--- config.mk ---
export PLATFORM = sky130hd
export DESIGN_NAME = calc_sequencer_flat
export DESIGN_NICKNAME = d
export VERILOG_FILES = /design/src/rtl/calc_sequencer_if.sv /design/src/rtl/calc_sequencer.sv /design/src/flat_wrapper.sv
export SDC_FILE = /design/constraint.sdc
export NUM_CORES = 1
export LEC_CHECK = 0
export ABC_AREA = 1
export BUFFER_PORTS_ARGS = -buffer_cell sky130_fd_sc_hd__buf_2
export CORE_ASPECT_RATIO = 1.2
export CORE_MARGIN = 2
export CORE_UTILIZATION = 54
export CTS_BUF_LIST = sky130_fd_sc_hd__clkbuf_16
export CTS_CLUSTER_DIAMETER = 30
export CTS_CLUSTER_SIZE = 25
export DETAILED_ROUTE_END_ITERATION = 10
export GPL_ROUTABILITY_DRIVEN = 0
export PLACE_DENSITY = 0.78
export SLEW_MARGIN = 20
export SYNTH_ARGS = -nofsm -noshare
export SYNTH_HDL_FRONTEND = slang
export SYNTH_SLANG_ARGS = --single-unit
--- constraint.sdc ---
create_clock -name clock -period 1.7 [get_ports clock]
set_input_delay 0.425 -clock clock [delete_from_list [all_inputs] [get_ports clock]]
set_output_delay 0.425 -clock clock [all_outputs]
set_load 0.03 [all_outputs]
--- src/rtl/calc_sequencer_if.sv ---
// rtl/calc_sequencer_if.sv - keypad event, operand strobe and arithmetic handshake bundle for calc_sequencer
interface calc_sequencer_if;
    logic       newhex;
    logic [3:0] hexcode;
    logic       newop;
    logic [1:0] opcode;
    logic       eq;
    logic       alu_done;
    logic       v1_shift;
    logic       v1_overwrite;
    logic       v1_load_ans;
    logic       v2_load;
    logic [3:0] hex_out;
    logic [1:0] op_sel;
    logic       alu_start;
    logic       busy;
    logic       err;
    logic       key_drop;

    modport master (
        input  newhex, hexcode, newop, opcode, eq, alu_done,
        output v1_shift, v1_overwrite, v1_load_ans, v2_load, hex_out, op_sel,
        output alu_start, busy, err, key_drop
    );

    modport slave (
        output newhex, hexcode, newop, opcode, eq, alu_done,
        input  v1_shift, v1_overwrite, v1_load_ans, v2_load, hex_out, op_sel,
        input  alu_start, busy, err, key_drop
    );
endinterface

--- src/rtl/calc_sequencer.sv ---
// rtl/calc_sequencer.sv - calculator control FSM: key events to operand strobes and ALU handshake
// Optional one-deep key buffer during ALU execution when CALC_PENDING_KEY_EN is defined.
module calc_sequencer #(
    parameter int WIDTH       = 16,
    parameter int ALU_TIMEOUT = 64,
    parameter int TMR_W       = 7
) (
    input  logic             clock,
    input  logic             reset,
    calc_sequencer_if.master bus
);
    typedef enum logic [2:0] {S_ENTRY, S_OPWAIT, S_ENTRY2, S_EXEC, S_CHAIN, S_RESULT} state_t;
    typedef enum logic [1:0] {K_NONE, K_HEX, K_OP, K_EQ} key_t;

    localparam logic [TMR_W-1:0] TMO_LAST = TMR_W'(ALU_TIMEOUT - 1);

    if (WIDTH < 4 || (2 ** TMR_W) <= ALU_TIMEOUT) begin : g_bad_cfg
        $error("calc_sequencer: WIDTH must be >= 4 and 2**TMR_W must exceed ALU_TIMEOUT");
    end

    state_t           state_q, state_d;
    logic             v1_shift_q, v1_shift_d;
    logic             v1_overwrite_q, v1_overwrite_d;
    logic             v1_load_ans_q, v1_load_ans_d;
    logic             v2_load_q, v2_load_d;
    logic [3:0]       hex_out_q, hex_out_d;
    logic [1:0]       op_sel_q, op_sel_d;
    logic             alu_start_q, alu_start_d;
    logic             busy_q, busy_d;
    logic             err_q, err_d;
    logic             key_drop_q, key_drop_d;
    logic [TMR_W-1:0] timer_q, timer_d;
    logic             chain_q, chain_d;
    logic [1:0]       chain_op_q, chain_op_d;
`ifdef CALC_PENDING_KEY_EN
    logic             pend_valid_q, pend_valid_d;
    key_t             pend_kind_q, pend_kind_d;
    logic [3:0]       pend_data_q, pend_data_d;
`endif

    key_t       key_kind;
    logic [3:0] key_data;
    logic       live_any;
    logic       live_drop;
    logic       in_window;

    always_comb begin
        state_d        = state_q;
        v1_shift_d     = 1'b0;
        v1_overwrite_d = 1'b0;
        v1_load_ans_d  = 1'b0;
        v2_load_d      = 1'b0;
        alu_start_d    = 1'b0;
        hex_out_d      = hex_out_q;
        op_sel_d       = op_sel_q;
        busy_d         = busy_q;
        err_d          = err_q;
        timer_d        = timer_q;
        chain_d        = chain_q;
        chain_op_d     = chain_op_q;

        live_any  = bus.newhex | bus.newop | bus.eq;
        live_drop = (bus.eq & (bus.newop | bus.newhex)) | (bus.newop & bus.newhex);
        if (bus.eq) begin
            key_kind = K_EQ;
            key_data = 4'd0;
        end else if (bus.newop) begin
            key_kind = K_OP;
            key_data = {2'b00, bus.opcode};
        end else if (bus.newhex) begin
            key_kind = K_HEX;
            key_data = bus.hexcode;
        end else begin
            key_kind = K_NONE;
            key_data = 4'd0;
        end

        // S_CHAIN is the tail of execution: keys there are treated as if in EXEC
        in_window  = (state_q == S_EXEC) || (state_q == S_CHAIN);
        key_drop_d = in_window ? live_any : live_drop;

`ifdef CALC_PENDING_KEY_EN
        pend_valid_d = pend_valid_q;
        pend_kind_d  = pend_kind_q;
        pend_data_d  = pend_data_q;
        if (in_window && live_any) begin
            if (!pend_valid_q) begin
                pend_valid_d = 1'b1;
                pend_kind_d  = key_kind;
                pend_data_d  = key_data;
                key_drop_d   = live_drop;
            end
        end else if (pend_valid_q && (state_q == S_RESULT || state_q == S_OPWAIT)) begin
            // replayed event takes this cycle's slot; any live key collides with it
            key_kind     = pend_kind_q;
            key_data     = pend_data_q;
            pend_valid_d = 1'b0;
            key_drop_d   = live_any;
        end
`endif

        case (state_q)
            S_ENTRY: begin
                case (key_kind)
                    K_HEX: begin
                        v1_shift_d = 1'b1;
                        hex_out_d  = key_data;
                        err_d      = 1'b0;
                    end
                    K_OP: begin
                        v2_load_d = 1'b1;
                        op_sel_d  = key_data[1:0];
                        state_d   = S_OPWAIT;
                    end
                    K_EQ:    state_d = S_RESULT;
                    default: ;
                endcase
            end
            S_OPWAIT: begin
                case (key_kind)
                    K_HEX: begin
                        v1_overwrite_d = 1'b1;
                        hex_out_d      = key_data;
                        err_d          = 1'b0;
                        state_d        = S_ENTRY2;
                    end
                    K_OP:    op_sel_d = key_data[1:0];
                    default: ;
                endcase
            end
            S_ENTRY2: begin
                case (key_kind)
                    K_HEX: begin
                        v1_shift_d = 1'b1;
                        hex_out_d  = key_data;
                        err_d      = 1'b0;
                    end
                    K_OP: begin
                        alu_start_d = 1'b1;
                        busy_d      = 1'b1;
                        timer_d     = '0;
                        chain_d     = 1'b1;
                        chain_op_d  = key_data[1:0];
                        state_d     = S_EXEC;
                    end
                    K_EQ: begin
                        alu_start_d = 1'b1;
                        busy_d      = 1'b1;
                        timer_d     = '0;
                        state_d     = S_EXEC;
                    end
                    default: ;
                endcase
            end
            S_EXEC: begin
                if (bus.alu_done) begin
                    v1_load_ans_d = 1'b1;
                    busy_d        = 1'b0;
                    state_d       = chain_q ? S_CHAIN : S_RESULT;
                end else if (timer_q == TMO_LAST) begin
                    err_d      = 1'b1;
                    busy_d     = 1'b0;
                    chain_d    = 1'b0;
                    key_drop_d = live_any;
`ifdef CALC_PENDING_KEY_EN
                    pend_valid_d = 1'b0;
`endif
                    state_d    = S_RESULT;
                end else begin
                    timer_d = timer_q + 1'b1;
                end
            end
            S_CHAIN: begin
                v2_load_d = 1'b1;
                op_sel_d  = chain_op_q;
                chain_d   = 1'b0;
                state_d   = S_OPWAIT;
            end
            S_RESULT: begin
                case (key_kind)
                    K_HEX: begin
                        v1_overwrite_d = 1'b1;
                        hex_out_d      = key_data;
                        err_d          = 1'b0;
                        state_d        = S_ENTRY;
                    end
                    K_OP: begin
                        v2_load_d = 1'b1;
                        op_sel_d  = key_data[1:0];
                        state_d   = S_OPWAIT;
                    end
                    default: ;
                endcase
            end
            default: state_d = S_ENTRY;
        endcase
    end

    always_ff @(posedge clock or negedge reset) begin
        if (!reset) begin
            state_q        <= S_ENTRY;
            v1_shift_q     <= 1'b0;
            v1_overwrite_q <= 1'b0;
            v1_load_ans_q  <= 1'b0;
            v2_load_q      <= 1'b0;
            hex_out_q      <= 4'd0;
            op_sel_q       <= 2'd0;
            alu_start_q    <= 1'b0;
            busy_q         <= 1'b0;
            err_q          <= 1'b0;
            key_drop_q     <= 1'b0;
            timer_q        <= '0;
            chain_q        <= 1'b0;
            chain_op_q     <= 2'd0;
`ifdef CALC_PENDING_KEY_EN
            pend_valid_q   <= 1'b0;
            pend_kind_q    <= K_NONE;
            pend_data_q    <= 4'd0;
`endif
        end else begin
            state_q        <= state_d;
            v1_shift_q     <= v1_shift_d;
            v1_overwrite_q <= v1_overwrite_d;
            v1_load_ans_q  <= v1_load_ans_d;
            v2_load_q      <= v2_load_d;
            hex_out_q      <= hex_out_d;
            op_sel_q       <= op_sel_d;
            alu_start_q    <= alu_start_d;
            busy_q         <= busy_d;
            err_q          <= err_d;
            key_drop_q     <= key_drop_d;
            timer_q        <= timer_d;
            chain_q        <= chain_d;
            chain_op_q     <= chain_op_d;
`ifdef CALC_PENDING_KEY_EN
            pend_valid_q   <= pend_valid_d;
            pend_kind_q    <= pend_kind_d;
            pend_data_q    <= pend_data_d;
`endif
        end
    end

    assign bus.v1_shift     = v1_shift_q;
    assign bus.v1_overwrite = v1_overwrite_q;
    assign bus.v1_load_ans  = v1_load_ans_q;
    assign bus.v2_load      = v2_load_q;
    assign bus.hex_out      = hex_out_q;
    assign bus.op_sel       = op_sel_q;
    assign bus.alu_start    = alu_start_q;
    assign bus.busy         = busy_q;
    assign bus.err          = err_q;
    assign bus.key_drop     = key_drop_q;
endmodule

--- src/flat_wrapper.sv ---
// flat-port wrapper written by rule: the top's interface ports become plain ports
module calc_sequencer_flat 
#(
    parameter int WIDTH       = 16,
    parameter int ALU_TIMEOUT = 64,
    parameter int TMR_W       = 7
)
  (clock, reset, bus_newhex, bus_hexcode, bus_newop, bus_opcode, bus_eq, bus_alu_done, bus_v1_shift, bus_v1_overwrite, bus_v1_load_ans, bus_v2_load, bus_hex_out, bus_op_sel, bus_alu_start, bus_busy, bus_err, bus_key_drop);
  calc_sequencer_if bus_i ();
  input  logic clock;
  input  logic reset;
  input wire logic [$bits(bus_i.newhex)-1:0] bus_newhex;
  input wire logic [$bits(bus_i.hexcode)-1:0] bus_hexcode;
  input wire logic [$bits(bus_i.newop)-1:0] bus_newop;
  input wire logic [$bits(bus_i.opcode)-1:0] bus_opcode;
  input wire logic [$bits(bus_i.eq)-1:0] bus_eq;
  input wire logic [$bits(bus_i.alu_done)-1:0] bus_alu_done;
  output wire logic [$bits(bus_i.v1_shift)-1:0] bus_v1_shift;
  output wire logic [$bits(bus_i.v1_overwrite)-1:0] bus_v1_overwrite;
  output wire logic [$bits(bus_i.v1_load_ans)-1:0] bus_v1_load_ans;
  output wire logic [$bits(bus_i.v2_load)-1:0] bus_v2_load;
  output wire logic [$bits(bus_i.hex_out)-1:0] bus_hex_out;
  output wire logic [$bits(bus_i.op_sel)-1:0] bus_op_sel;
  output wire logic [$bits(bus_i.alu_start)-1:0] bus_alu_start;
  output wire logic [$bits(bus_i.busy)-1:0] bus_busy;
  output wire logic [$bits(bus_i.err)-1:0] bus_err;
  output wire logic [$bits(bus_i.key_drop)-1:0] bus_key_drop;
  assign bus_i.newhex = bus_newhex;
  assign bus_i.hexcode = bus_hexcode;
  assign bus_i.newop = bus_newop;
  assign bus_i.opcode = bus_opcode;
  assign bus_i.eq = bus_eq;
  assign bus_i.alu_done = bus_alu_done;
  assign bus_v1_shift = bus_i.v1_shift;
  assign bus_v1_overwrite = bus_i.v1_overwrite;
  assign bus_v1_load_ans = bus_i.v1_load_ans;
  assign bus_v2_load = bus_i.v2_load;
  assign bus_hex_out = bus_i.hex_out;
  assign bus_op_sel = bus_i.op_sel;
  assign bus_alu_start = bus_i.alu_start;
  assign bus_busy = bus_i.busy;
  assign bus_err = bus_i.err;
  assign bus_key_drop = bus_i.key_drop;
  calc_sequencer #(.WIDTH(WIDTH), .ALU_TIMEOUT(ALU_TIMEOUT), .TMR_W(TMR_W)) u_core (.clock(clock), .reset(reset), .bus(bus_i));
endmodule
==> results of run 1 <==
[repair_timing]
item,4_1_cts,5_1_grt
endpoints found under the setup margin,0,4
resized for setup,0,1
hold buffers,0,0
[worst paths after layout]
| kind | from | to | slack, ns | cells past startpoint |
|---|---|---|---|---|
| setup / recovery | u_core.timer_q[0] | u_core.timer_q[5] | 0.22 | 6 |
| hold / removal | reset | u_core.timer_q[3] | 0.16 | 1 |
| setup reg to reg | u_core.timer_q[0] | u_core.timer_q[5] | 0.22 | 6 |
| hold reg to reg | u_core.chain_q | u_core.chain_q | 0.48 | 2 |
| max in group asynchronous | reset | u_core.bus.v2_load | 1.15 | 1 |
| min in group clock | bus_hexcode[3] | u_core.bus.hex_out[3] | 0.42 | 3 |
[layout make-up]
cell class | count | area [um^2] | share of cell area [%]
inverters | 24 | 90.1 | 5.51
repair buffers | 25 | 125 | 7.65
clock inverters | 1 | 5.00 | 0.306
multi-input cells | 130 | 623 | 38.1
well taps | 33 | 41.3 | 2.52
clock buffers | 3 | 75.1 | 4.59
flip-flops and latches | 27 | 676 | 41.3
[routing by layer]
metal,wire [um],vias to the layer above,part of all wire [%]
met4,106,0,3.4
met2,1710,42,55
met5,0,-,0
met1,1160,618,37
li1,-,638,-
met3,130,9,4.2
[state kept, by name (all words and copies together), names as in the netlist, 2 cells and up]
signal / cells
u_core.chain_op_q: 2
u_core.bus.op_sel: 2
u_core.timer_q: 7
u_core.state_q: 3
u_core.bus.hex_out: 4
[placed cells by master, fill, tap and decap left out]
cell type / n
nand2_2: 2
nor3_2: 1
clkinv_2: 1
nand2_1: 62
nand3_1: 14
nor2_1: 13
nor2_4: 1
nand3_2: 1
o21ai_4: 1
buf_2: 25
inv_2: 1
ha_1: 1
o21ai_0: 13
o22ai_1: 1
nand4_1: 3
dfrtp_1: 27
clkbuf_16: 3
a21oi_1: 6
xor2_1: 2
xnor2_1: 1
inv_1: 23
o21ai_1: 1
o211ai_1: 2
o21bai_1: 1
nor2_2: 4
[cells by family (layout without fill, tap and decap cells)]
kind of cell	Yosys count	after routing
fa+ha+maj	1	1
xor+xnor	3	3
simple gates	101	101
flops	27	27
compound gates	25	25
buf+inv	25	53
[synthesized netlist by cell type, types with 2 or more instances]
master,instances
nand4_1,3
xor2_1,2
nor2_2,3
nor2_1,14
a21oi_1,6
nand2_2,2
nand2_1,62
o21ai_0,13
dfrtp_1,27
o211ai_1,2
inv_1,23
nand3_1,14
[per-stage QoR]
stage | power [mW] | setup slack, ns
2_1_floorplan | 1.74 | 0.373
3_3_place_gp | 1.98 | 0.180
3_5_place_dp | 2.02 | 0.135
4_1_cts | 2.56 | 0.144
5_1_grt | 2.73 | 0.0583
6_report | 2.54 | 0.216
[power by group]
group | internal, mW | switching [mW]
sequential | 0.824 | 0.148
combinational | 0.309 | 0.734
clock | 0.317 | 0.210
[critical path: stages (launching register included)]
cell and delay [ns]:
dfrtp_1 0.42, ha_1 0.23, nand2_1 0.09, nor2_2 0.16
nand3_1 0.12, nand3_1 0.20, o21ai_0 0.13
==> run metrics, run 1 <==
status finished, final reports clean; fin cells 243; grt peak-use layer met2; via count 1,307; Die Wd 50.4 um; number of max-cap violations 0; initial antenna violation count 0; Fin. Hold Viols 0; Ys Warns 0; First-pass DRT Iterations 5; library cells used by synthesis 23; kind of end point of the critical path flip-flop; post-route cell area 0.00164 mm^2; Compound-Gate Fraction of Synth Area 10.4%; Slew Limit Fails 0; Synth top area share 48.5%; setup TNS 0 ns; placed cell count 239; Adder-Cell Fraction of Synth Area 0.898%; initial core utilization 55.7%; post-synthesis area per instance 7.66 um^2; WP data required 1.83 ns; Slew @ Worst Pin 0.593 ns; CTS Buffer Depth 2; CTS clk-pin slew, worst paths 0.06 ns; DRT Wirelength 3100 um; clock tree from TritonCTS built; layout cells sized above 1 19.0%; Final Util 65.4%; critical setup path kind reg -> reg; initial DRC count 40; WL per Instance 12.7 um; GR Layer Usage met2 45.3%; GR met1 Demand/Resource 23.8%; max_slew headroom 60.5%; Area growth syn-to-layout 17.3%; FILL cells 227; nets 224; worst min path class in -> async; clk sink count 27; H-tree levels 1; GR Util met3 3.00%; Die Span Y 59.7 um; Final period util 87.3%; ANT nets after route 0; Leakage 0.891 nW; post-synthesis register bit count 27; worst skew pair latency 0.26 ns; Worst EP arrival 1.62 ns; Most used DFF post-synth dfrtp_1; routed vias/inst 5.38; vias in the first global route 1,231; PD cells 1550 mW/mm^2; total die area 0.00301 mm^2; post-synthesis xor/xnor area fraction 1.89%; simple logic cell fraction of the synthesized area 31.3%; final number of setup-violating endpoints 0; Async S/R FF share, synth 100%; Area after DPL 0.00155 mm^2; crit path max fanout 7; post-CTS setup buffers 0; global-route wire length before repair 5130 um; EDFF count, synth 0; area leader, netlist dfrtp_1; Max VDD drop 963 uV; Peak Freq 674 MHz; largest family of logic cells by synthesized area simple AND/OR/NAND/NOR gates; port buffer count 25; Post-Syn Nets 195; # rows 20; Final min period 1.48 ns; Setup crit start kind flip-flop; post-synthesis mux area share 0%; Area contributors post-synth dfrtp_1 (48%), nand2_1 (17%), inv_1 (6.2%), nand3_1 (5.0%), o21ai_0 (4.7%); core box area 0.00250 mm^2; sequential fraction of the synthesis area 48.5%; cell count after synthesis 182; Total GRT Usage 23.1%; Mapped Area 0.00139 mm^2; cts bufs inserted 3; hold slack 0.163 ns; GR Overflow Total 0; largest net degree at the start of global routing 28; n_diodes 0; placed wire-length estimate 2360 um; clk_skew 0.00336 ns; DRC 0; RSZ-0062 raised after global routing no; I/O Pins 26; Root Buffer clkbuf_16
Note: power is estimated with default switching activity, not from simulation.
==> inputs of run 2 (changes only) <==
Settings changed: GPL_TIMING_DRIVEN set to 0.
==> run 2 against run 1 <==
Global-route usage shrank 0.38 points. Maximum frequency shrank 0.47%. Flip-flop and latch count is the same. Clock skew about the same. Via count fell by 0.46%. Register-to-register slack about the same. Utilization increased by 0.25 points. Sequential power shrank 2.6%. Sequential share of layout area down 0.16 points. Combinational power up 7%. Critical path type unchanged.
==> run metrics, run 2 (synthesized netlist as in run 1, its figures left out) <==
status finished, final reports clean; First-pass DRT Iterations 4 (-1); Die Wd 50.4 um (unchanged); fin cells 244 (+0.41%); via count 1,301 (-0.46%); Total GRT Usage 22.7% (-0.38 points); largest register by flop count u_core.timer_q; H-tree levels 1 (unchanged); initial DRC count 32 (-20%); Slew Limit Fails 0 (unchanged); routed vias/inst 5.33 (-0.87%); hold buffers post-CTS 0 (unchanged); worst min path class in -> async; Area after DPL 0.00156 mm^2 (+0.48%); Max VDD drop 835 uV (-13%); port buffer count 25 (unchanged); clk_skew 0.00341 ns (+0.0000477 ns); ANT nets after route 0 (unchanged); vias in the first global route 1,245 (+1.1%); Area growth syn-to-layout 17.8%; Critical Path Start u_core.timer_q[0]; Peak Freq 671 MHz (-0.47%); max_slew headroom 60.2% (-0.21 points); Root Buffer clkbuf_16; final number of setup-violating endpoints 0 (unchanged); Leakage 0.897 nW (+0.67%); most frequent cells in the layout nand2_1 (62), dfrtp_1 (27), buf_2 (25); WP data required 1.83 ns (about the same); total die area 0.00301 mm^2 (unchanged); CTS Buffer Depth 2 (unchanged); Largest register FFs 7 (unchanged); power after layout 2.57 mW (+0.97%); Worst EP arrival 1.62 ns (about the same); worst reg2reg path startpoint u_core.timer_q[0]; core box area 0.00250 mm^2 (unchanged); GR Util met3 3.25% (+0.25 points); clk sink count 27 (unchanged); placed wire-length estimate 2290 um (-3.3%); setup TNS 0 ns (unchanged); WL per Instance 12.7 um (-0.57%); GR Layer Usage met2 43.2% (-2.1 points); I/O Pins 26 (unchanged); critical setup path kind reg -> reg; Final Util 65.6% (+0.25 points); # rows 20 (unchanged); post-route cell area 0.00164 mm^2 (+0.38%); PD cells 1560 mW/mm^2 (+0.59%); hold slack 0.172 ns (+0.00892 ns); largest net degree at the start of global routing 28 (unchanged); most common cell after layout, fill and taps aside nand2_1; number of max-cap violations 0 (unchanged); CTS clk-pin slew, worst paths 0.06 ns (about the same); RSZ-0062 raised after global routing no; worst skew pair latency 0.25 ns (about the same); grt peak-use layer met2; Fin. Hold Viols 0 (unchanged); DRC 0 (unchanged); Die Span Y 59.7 um (unchanged); Slew @ Worst Pin 0.596 ns (+0.00311 ns); clock tree from TritonCTS built; DRT Wirelength 3090 um (-0.16%); nets 225 (+0.45%); Setup WS post-layout 0.209 ns (-0.00704 ns); global-route wire length before repair 5160 um (+0.68%); pre-CTS WS 0.141 ns (+0.00546 ns); GR Overflow Total 0 (unchanged); layout cells sized above 1 19.0% (-0.090 points); kind of end point of the critical path flip-flop; FF-to-FF path depth 8 (+2); cts bufs inserted 3 (unchanged); FILL cells 234 (+3.1%); Final period util 87.7% (+0.41 points); initial core utilization 55.7% (unchanged); Final min period 1.49 ns (+0.00704 ns); R2R Setup Slk 0.21 ns (about the same); Setup crit start kind flip-flop; initial antenna violation count 0 (unchanged); n_diodes 0 (unchanged); crit path max fanout 7 (unchanged); placed cell count 240 (+0.42%); GR met1 Demand/Resource 25.0% (+1.1 points)
==> run 2: cell types whose count changed in the layout (fill, tap and decap cells not counted), sizes merged <==
cell,previous run,this run
clkinv,1,0
inv,24,25
buf,25,26
==> run 2: repair_timing <==
action,4_1_cts,5_1_grt
gates resized for setup,0,1
setup endpoints to repair,0,5
setup buffers,0,0
==> run 2: final cells by class <==
type	instances	area, um^2	area share, %
Timing Repair Buffer	25	125	7.62
Clock buffer	3	75.1	4.57
Tap cell	33	41.3	2.52
Multi-Input combinational cell	130	623	38.0
Sequential cell	27	676	41.2
Inverter	24	90.1	5.49
Clock inverter	1	3.75	0.229
Buffer	1	7.51	0.457
==> run 2: final timing paths <==
| path | to |
|---|---|
| setup / recovery | u_core.timer_q[2] |
| hold reg to reg | u_core.bus.hex_out[1] |
| hold / removal | u_core.timer_q[2] |
| max in group asynchronous | u_core.timer_q[5] |
| setup reg to reg | u_core.timer_q[2] |
| min in group clock | u_core.bus.hex_out[3] |
==> run 2: layer usage <==
| layer | vias to the layer above | routed length, um |
|---|---|---|
| li1 | 636 | - |
| met1 | 618 | 1210 |
| met5 | - | 0 |
| met4 | 0 | 60 |
| met3 | 10 | 112 |
| met2 | 37 | 1710 |
==> run 2: where the power goes <==
group          internal, mW  switching [mW]
Sequential            0.824           0.122
Combinational         0.322           0.786
Clock                 0.314           0.199
Total                  1.46            1.11
==> run 2: worst max-delay path, stage by stage (launching register included) <==
cell and delay (ns):
dfrtp_1 0.42, ha_1 0.23, nand2_1 0.08, nor2_2 0.15
nand2_1 0.10, nand3_2 0.15, nand2_2 0.10, nand2_1 0.06
o21ai_0 0.08
==> inputs of run 3 (changes only) <==
--- a/config.mk
+++ b/config.mk
@@ -18,3 +18,3 @@
 export GPL_TIMING_DRIVEN = 0
-export PLACE_DENSITY = 0.78
+export PLACE_DENSITY_LB_ADDON = 0.1
 export SLEW_MARGIN = 20
==> constraint.sdc (replaced) <==
create_clock -name clock -period 1.7 [get_ports clock]
set_input_delay 0.085 -clock clock [delete_from_list [all_inputs] [get_ports clock]]
set_output_delay 0.085 -clock clock [all_outputs]
set_load 0.03 [all_outputs]
==> run 3 against run 2 <==
Sequential share of layout area decreased by 0.28 points. Final cell count increased by 0.41%. Global-route usage is 0.41 points lower. Maximum frequency fell by 3.7%. Setup slack lost 0.057 ns. Design area increased by 0.69%. Utilization is 0.45 points higher. Die area did not move. Combinational power barely moved. Clock power up 5.3%. Power rose by 1.2%. Non-clock buffer count grew 1. Critical endpoint is now u_core.state_q[0]. Largest cell class unchanged.
==> run metrics, run 3 (synthesized netlist as in run 1, its figures left out) <==
status finished, final reports clean; First-pass DRT Iterations 4 (unchanged); cts bufs inserted 3 (unchanged); FF-to-FF End u_core.state_q[0]; global-route wire length before repair 5050 um (-2.2%); clock tree from TritonCTS built; worst skew pair latency 0.26 ns (about the same); slowest stage cell, crit path dfrtp_1; FILL cells 229 (-2.1%); initial DRC count 25 (-22%); Critical Path Start u_core.timer_q[0]; Die Wd 50.4 um (unchanged); Largest register FFs 7 (unchanged); Final period util 91.1% (+3.4 points); wl on met1 1220 um (+1.2%); placed cell count 240 (unchanged); Area after DPL 0.00156 mm^2 (unchanged); crit path cell chain ha_1 -> nand2_1 -> nor2_2 -> nand2_1 -> nand3_2 -> nand2_1 -> inv_1 -> o21ai_0; most common cell after layout, fill and taps aside nand2_1; Max VDD drop 1120 uV (+35%); pre-CTS WS 0.128 ns (-0.0130 ns); placed wire-length estimate 2270 um (-0.59%); initial antenna violation count 0 (unchanged); setup TNS 0 ns (unchanged); Total GRT Usage 22.3% (-0.41 points); most frequent cells in the layout nand2_1 (62), dfrtp_1 (27), buf_2 (25); Worst EP arrival 1.67 ns (+0.05 ns); CTS Buffer Depth 2 (unchanged); I/O Pins 26 (unchanged); n_diodes 0 (unchanged); post-route cell area 0.00165 mm^2 (+0.69%); nets 226 (+0.44%); initial core utilization 55.7% (unchanged); Crit path max-delay family simple AND/OR/NAND/NOR gates; WL per Instance 12.7 um (+0.20%); CP peak stage delay 0.42 ns (about the same); fin cells 245 (+0.41%); routed vias/inst 5.31 (-0.48%); met2 wire len 1720 um (+0.59%); worst reg2reg path startpoint u_core.timer_q[0]; vias in the first global route 1,227 (-1.4%); Slew @ Worst Pin 0.602 ns (+0.00526 ns); core box area 0.00250 mm^2 (unchanged); Top cell by count, worst path nand2_1; layout cells sized above 1 19.3% (+0.38 points); largest register by flop count u_core.timer_q; hold path depth 3; kind of end point of the critical path flip-flop; Fin. Hold Viols 0 (unchanged); Slew Limit Fails 0 (unchanged); ANT nets after route 0 (unchanged); Peak Freq 646 MHz (-3.7%); Root Buffer clkbuf_16; Setup WS post-layout 0.152 ns (-0.0572 ns); Area growth syn-to-layout 18.6%; final number of setup-violating endpoints 0 (unchanged); H-tree levels 1 (unchanged); CTS clk-pin slew, worst paths 0.07 ns (about the same); GR Overflow Total 0 (unchanged); DRC 0 (unchanged); Die Span Y 59.7 um (unchanged); Hold Path End u_core.bus.hex_out[3]; # rows 20 (unchanged); Leakage 0.900 nW (+0.31%); clk sink count 27 (unchanged); Setup crit start kind flip-flop; FF-to-FF path depth 8 (unchanged); clk_skew 0.00267 ns (-0.000734 ns); crit path max fanout 7 (unchanged); worst min path class in -> reg; post-CTS setup buffers 0 (unchanged); max_slew headroom 59.9% (-0.35 points); via count 1,300 (-0.077%); Final min period 1.55 ns (+0.0572 ns); total die area 0.00301 mm^2 (unchanged); metal3 WL 87 um (-22%); RSZ-0062 raised after global routing no; number of max-cap violations 0 (unchanged); port buffer count 25 (unchanged); DRT Wirelength 3110 um (+0.61%); Top Layer Used met4; WP data required 1.83 ns (about the same); WP buf/inv 1 (+1); R2R Setup Slk 0.15 ns (-0.06 ns); Hold Startpoint bus_hexcode[3]; PD cells 1570 mW/mm^2 (+0.50%); critical setup path kind reg -> reg; largest net degree at the start of global routing 28 (unchanged)
-- run 3: changes by cell type in the layout (fill, tap and decap cells not counted) --
cell / change
inv_1: -1
clkinv_2: +1
dlygate4sd3_1: +1
-- run 3: final cells by class --
cell class | count | area, um^2 | area share, %
tap | 33 | 41.3 | 2.50
buffer | 1 | 7.51 | 0.454
clock buffer | 3 | 75.1 | 4.54
inverter | 24 | 90.1 | 5.45
timing repair buffer | 26 | 135 | 8.18
multi-input combinational | 130 | 623 | 37.7
clock inverter | 1 | 5.00 | 0.303
sequential | 27 | 676 | 40.9
-- run 3: worst max-delay path by stage --
stage / to / slack, ns / depth (start not counted)
after floorplan: u_core.timer_q[5] / 0.37 / 6
after global routing: u_core.timer_q[5] / 0.02 / 6
after CTS: u_core.state_q[0] / 0.06 / 8
after global placement: u_core.timer_q[5] / 0.17 / 6
final: u_core.state_q[0] / 0.15 / 8
after detailed placement: u_core.timer_q[5] / 0.13 / 6
-- run 3: worst register-to-register path, stage by stage, from the launching register on --
cell and delay [ns]:
dfrtp_1 0.42, ha_1 0.24, nand2_1 0.09, nor2_2 0.17
nand2_1 0.09, nand3_2 0.15, nand2_1 0.08, inv_1 0.07
o21ai_0 0.11
-- run 3: per-layer routing --
layer | GRT usage [%] | up-vias
met2 | 43.2 | 31
met4 | 9.65 | 0
li1 | - | 642
met5 | 0 | -
met3 | 2.50 | 9
met1 | 24.4 | 618
-- run 3: timing repair --
action,4_1_cts,5_1_grt
gates resized for setup,0,1
hold endpoints to repair,27,0
hold buffers,1,0
endpoints found under the setup margin,0,8
-- run 3: where the power goes --
group | total [mW] | switching, mW | internal [mW]
Combinational | 1.11 | 0.787 | 0.323
Clock | 0.540 | 0.222 | 0.318
Sequential | 0.948 | 0.124 | 0.824
-- run 3: stage by stage --
step	total power, mW	hold WS [ns]	util [%]
2_1_floorplan	1.74	-0.211	-
3_3_place_gp	2.00	0.117	62.4
3_5_place_dp	2.05	0.130	62.4
4_1_cts	2.60	0.0967	66.0
5_1_grt	2.76	0.126	66.1
6_report	2.60	0.0931	66.1
